<file path="src/rtl/nyq_frame_ctrl.sv">
// nyq_frame_ctrl: captures an 8-sample frame into a register file, then drains it in arrival order.
// Optional sticky overrun flag is built only when NYQ_FRAME_CTRL_OVERRUN_EN is defined.
//
// Ports:
//   Clk_CI, Rst_RI          clock, async active-high reset
//   Start_SI                arm a frame capture (IDLE only)
//   Samp_DI, SampValid_SI   upstream sample and valid
//   SampReady_SO, WrEn_SO   ready (FILL) and accept strobe
//   WrIdx_DO                current write index (7 down to 0)
//   Out_DO, OutValid_SO     downstream sample and valid
//   OutReady_SI             downstream ready
//   Busy_SO, Done_SO        FILL/DRAIN active, end-of-frame pulse
//   Overrun_SO              sticky sample-offered-outside-FILL flag
module nyq_frame_ctrl #(
   parameter int DATA_W = 8
) (
   input  logic              Clk_CI,
   input  logic              Rst_RI,
   input  logic              Start_SI,
   input  logic [DATA_W-1:0] Samp_DI,
   input  logic              SampValid_SI,
   output logic              SampReady_SO,
   output logic              WrEn_SO,
   output logic [2:0]        WrIdx_DO,
   output logic [DATA_W-1:0] Out_DO,
   output logic              OutValid_SO,
   input  logic              OutReady_SI,
   output logic              Busy_SO,
   output logic              Done_SO,
   output logic              Overrun_SO
);

   typedef enum logic [1:0] {
      IDLE  = 2'd0,
      FILL  = 2'd1,
      DRAIN = 2'd2
   } state_t;

   state_t            state_q, state_d;
   logic [2:0]        wr_idx_q, rd_idx_q;
   logic [DATA_W-1:0] mem_q [8];
   logic              done_q;
   logic              accept, xfer;

   assign accept = SampValid_SI && SampReady_SO;
   assign xfer   = OutValid_SO && OutReady_SI;

   always_ff @(posedge Clk_CI or posedge Rst_RI) begin
      if (Rst_RI) state_q <= IDLE;
      else        state_q <= state_d;
   end

   always_comb begin
      state_d = state_q;
      unique case (state_q)
         IDLE:    if (Start_SI) state_d = FILL;
         FILL:    if (accept && wr_idx_q == 3'd0) state_d = DRAIN;
         DRAIN:   if (xfer && rd_idx_q == 3'd0) state_d = IDLE;
         default: state_d = IDLE;
      endcase
   end

   // Handshake outputs come from the state register only, so no
   // input-to-output path exists apart from the write strobe.
   always_comb begin
      SampReady_SO = 1'b0;
      OutValid_SO  = 1'b0;
      Busy_SO      = 1'b0;
      unique case (state_q)
         FILL: begin
            SampReady_SO = 1'b1;
            Busy_SO      = 1'b1;
         end
         DRAIN: begin
            OutValid_SO = 1'b1;
            Busy_SO     = 1'b1;
         end
         default: ;
      endcase
   end

   always_ff @(posedge Clk_CI or posedge Rst_RI) begin
      if (Rst_RI) begin
         wr_idx_q <= 3'd7;
         rd_idx_q <= 3'd7;
         done_q   <= 1'b0;
         for (int i = 0; i < 8; i++) mem_q[i] <= '0;
      end else begin
         done_q <= xfer && (rd_idx_q == 3'd0);
         if (state_q == IDLE) begin
            wr_idx_q <= 3'd7;
            rd_idx_q <= 3'd7;
         end
         // Down-counting index wraps 0 -> 7 naturally on the last accept.
         if (accept) begin
            mem_q[wr_idx_q] <= Samp_DI;
            wr_idx_q        <= wr_idx_q - 3'd1;
         end
         if (xfer) rd_idx_q <= rd_idx_q - 3'd1;
      end
   end

   assign WrEn_SO  = accept;
   assign WrIdx_DO = wr_idx_q;
   assign Out_DO   = mem_q[rd_idx_q];
   assign Done_SO  = done_q;

`ifdef NYQ_FRAME_CTRL_OVERRUN_EN
   logic ovr_q;

   // Clear has priority when a start and a stray sample coincide in IDLE.
   always_ff @(posedge Clk_CI or posedge Rst_RI) begin
      if (Rst_RI)                             ovr_q <= 1'b0;
      else if (state_q == IDLE && Start_SI)   ovr_q <= 1'b0;
      else if (SampValid_SI && state_q != FILL) ovr_q <= 1'b1;
   end

   assign Overrun_SO = ovr_q;
`else
   assign Overrun_SO = 1'b0;
`endif

endmodule

</file>
<file path="config.mk">
export PLATFORM = sky130hd
export DESIGN_NAME = nyq_frame_ctrl
export DESIGN_NICKNAME = d
export VERILOG_FILES = /design/src/rtl/nyq_frame_ctrl.sv
export SDC_FILE = /design/constraint.sdc
export NUM_CORES = 1
export LEC_CHECK = 0
export CORE_MARGIN = 4
export CORE_UTILIZATION = 45
export DETAILED_ROUTE_END_ITERATION = 10
export GPL_ROUTABILITY_DRIVEN = 0
export PLACE_DENSITY = 0.72
export SETUP_SLACK_MARGIN = 0.15
export SLEW_MARGIN = 20
export SYNTH_ARGS = -nofsm -noshare
export SYNTH_HDL_FRONTEND = slang
export SYNTH_SLANG_ARGS = --single-unit
</file>
<file path="constraint.sdc">
create_clock -name Clk_CI -period 6.65 [get_ports Clk_CI]
set_input_delay 1.33 -clock Clk_CI [delete_from_list [all_inputs] [get_ports Clk_CI]]
set_output_delay 1.33 -clock Clk_CI [all_outputs]
set_load 0.005 [all_outputs]
</file>
==> flow_metrics.env <==
export IMPL_status="completed"
export IMPL_grt_pass1_wl_mm=10.74
export IMPL_hold_end="mem_q[45]$_DFFE_PP0P_"
export IMPL_antenna_cells=0
export IMPL_syn_cell_area_um2=3490
export IMPL_first_pass_iters=4
export IMPL_dp_hpwl_mm=4.047
export IMPL_synth_edf_count=0
export IMPL_setup_viol=0
export IMPL_std_cell_rows=31
export IMPL_crit_type="input pin to output pin"
export IMPL_worstReg2RegEnd="mem_q[61]$_DFFE_PP0P_"
export IMPL_initialDrtViolationCount=65
export IMPL_drv_slew=0
export IMPL_avgRoutedWirePerCell_um=18.21
export IMPL_hp_start="mem_q[45]$_DFFE_PP0P_"
export IMPL_p_leak_nw=1.927
export IMPL_die_w_um=96.06
export IMPL_fmax_ghz=0.2440
export IMPL_multi_input_area_um2=1568
export IMPL_cts_setup_buffers=0
export IMPL_clk_pin_slew_ns=0.07
export IMPL_die_area_um2=9228
export IMPL_ys_seq_area_frac=0.5256
export IMPL_grt_usage=0.1605
export IMPL_synth_seq_cells=73
export IMPL_numClockSinks=73
export IMPL_slowest_stage="clkdlybuf4s50_1"
export IMPL_r2r_start="state_q[1]$_DFFE_PP0P_"
export IMPL_coreArea_um2=7408
export IMPL_ir_drop_mv=0.2274
export IMPL_wl_mm=6.502
export IMPL_syn_area_per_cell_um2=15.72
export IMPL_yosys_warnings=0
export IMPL_start_kind="input pin"
export IMPL_area_growth_pct=16.31
export IMPL_grt_ovfl_total=0
export IMPL_power_total_mw=1.647
export IMPL_max_stage_delay_ns=0.59
export IMPL_area_sequential_um2=1834
export IMPL_final_antenna_net_count=0
export IMPL_portBuffers=28
export IMPL_synthFlopType="dfrtp_1"
export IMPL_maxCapViolCount=0
export IMPL_worstMarginPinSlew_ns=0.9360
export IMPL_antenna_found_initial=0
export IMPL_hold_class="register to register"
export IMPL_cts_hold_fix_buffers=0
export IMPL_finalCritPeriodShare=0.6163
export IMPL_insertion_delay_ns=0.34
export IMPL_nFillCells=636
export IMPL_r2r_setup_slack_ns=4.46
export IMPL_min_period_ns=4.098
export IMPL_drive_above_1_share=0.4109
export IMPL_worstHoldPathCells=1
export IMPL_synthDistinctLibCells=35
export IMPL_cp_arrival_ns=2.77
export IMPL_postSynth_asyncResetShare=1.000
export IMPL_htree_levels=3
export IMPL_cts_resized=0
export IMPL_viasPerCell=5.423
export IMPL_endpoint_kind="output pin"
export IMPL_root_buffer="clkbuf_8"
export IMPL_p_per_area_nw_per_um2=405.8
export IMPL_start_util=0.4710
export IMPL_crit_required_ns=5.32
export IMPL_final_hold_violation_count=0
export IMPL_rsz0062_at_grt="false"
export IMPL_skew_ns=0.006219
export IMPL_ff2ff_path_depth=5
export IMPL_vias=1936
export IMPL_grt_start_max_net_pins=74
export IMPL_nets=273
export IMPL_cts_buffers=9
export IMPL_synth_cells=222
export IMPL_crit_fanout=6
export IMPL_path_common_cell="clkdlybuf4s50_1"
export IMPL_syn_nets=242
export IMPL_cts_tree="yes"
export IMPL_setup_tns_final_ns=0
export IMPL_die_y_um=96.06
export IMPL_max_slew_margin_rel=0.3760
export IMPL_drc=0
export IMPL_path_cells="clkdlybuf4s50_1, nand2_4, inv_1, clkdlybuf4s50_1"
export IMPL_clockBufferDepth=2
export IMPL_grt_pass1_vias=1977
export IMPL_ios=30
[sequential cells by signal, indices dropped and copies added (netlist names)]
signal    flops
state_q       2
rd_idx_q      3
mem_q        64
WrIdx_DO      3
Done_SO       1
[critical path, delay by kind of cell]
family | cells | cell delay (ns)
and+or+nand+nor | 1 | 0.12
buffers and inverters | 3 | 1.32
[power by group]
part,total (mW),switching [mW],internal (mW)
Clock,0.365,0.162,0.203
Combinational,0.563,0.184,0.379
Sequential,0.719,0.123,0.596
Total,1.65,0.469,1.18
[cell usage after synthesis, drive strengths merged, types with 4 or more instances]
master	n	share of area
nor2	5	0.0075
mux4	16	0.10
dfrtp	67	0.48
nor3	5	0.017
nand2	4	0.0065
ha	7	0.025
inv	8	0.0086
buf	9	0.016
dfstp	6	0.045
mux2	74	0.25
[through the flow]
| stage | std cells | worst slack (ns) | hold slack (ns) | util | cell area (um^2) |
|---|---|---|---|---|---|
| after floorplan | 222 | 3.477 | 0.4524 | - | 3490 |
| after global placement | 341 | 2.587 | 0.4626 | 0.5188 | 3844 |
| after detailed placement | 341 | 2.563 | 0.4737 | 0.5188 | 3844 |
| after CTS | 357 | 2.553 | 0.4916 | 0.5479 | 4059 |
| after global routing | 357 | 2.481 | 0.5101 | 0.5479 | 4059 |
| final | 357 | 2.552 | 0.4860 | 0.5479 | 4059 |
[logic make-up (layout without fill, tap and decap cells)]
kind of cell / count (synthesis) / count (layout) / share of synthesized area
muxes: 92 / 92 / 0.3564
DFF: 73 / 73 / 0.5256
and+or+nand+nor: 24 / 24 / 0.05092
buffers and inverters: 17 / 53 / 0.02510
adders and majority gates: 7 / 7 / 0.02510
AOI/OAI and AO/OA: 7 / 7 / 0.01327
other: 1 / 1 / 0.001075
xor gates and xnor gates: 1 / 1 / 0.002510
[placed cells by master (no fill, tap or decap), types with 2 or more instances in the layout]
cell,synthesis,routed
clkbuf_8,0,12
clkinvlp_4,0,2
nor3_1,2,2
dfrtp_1,67,67
mux2_4,8,8
a21oi_1,2,2
inv_1,8,7
nand2b_1,2,2
nor2_2,3,3
nand3b_1,2,2
mux2i_1,2,2
mux2_2,50,50
clkdlybuf4s50_1,0,28
nor3_4,3,3
nor2_1,2,2
mux4_2,16,16
dfstp_2,6,6
ha_1,7,7
mux2_1,16,16
nand2_1,3,3
[metal layers]
metal	routed length, um	GRT usage	up-vias
li1	-	-	886
met1	3145	0.2218	1015
met2	3074	0.2467	29
met3	207	0.04926	6
met4	76	0.04265	0
met5	0	0	-
[area by class of cell]
| cell class | instances | area share |
|---|---|---|
| flip-flops and latches | 73 | 0.4519 |
| multi-input cells | 132 | 0.3863 |
| repair buffers | 29 | 0.07090 |
| well taps | 99 | 0.03052 |
| clock inverters | 4 | 0.01233 |
| clock buffers | 12 | 0.04069 |
| inverters | 8 | 0.007398 |
[worst max path at each step]
stage | startpoint | to | cells after the start
2_1_floorplan | Rst_RI | Done_SO$_DFF_PP0_ | 1
3_5_place_dp | SampValid_SI | WrEn_SO | 4
6_report | SampValid_SI | WrEn_SO | 4
4_1_cts | SampValid_SI | WrEn_SO | 4
3_3_place_gp | SampValid_SI | WrEn_SO | 4
5_1_grt | SampValid_SI | WrEn_SO | 4
Note: power is estimated with default switching activity, not from simulation.
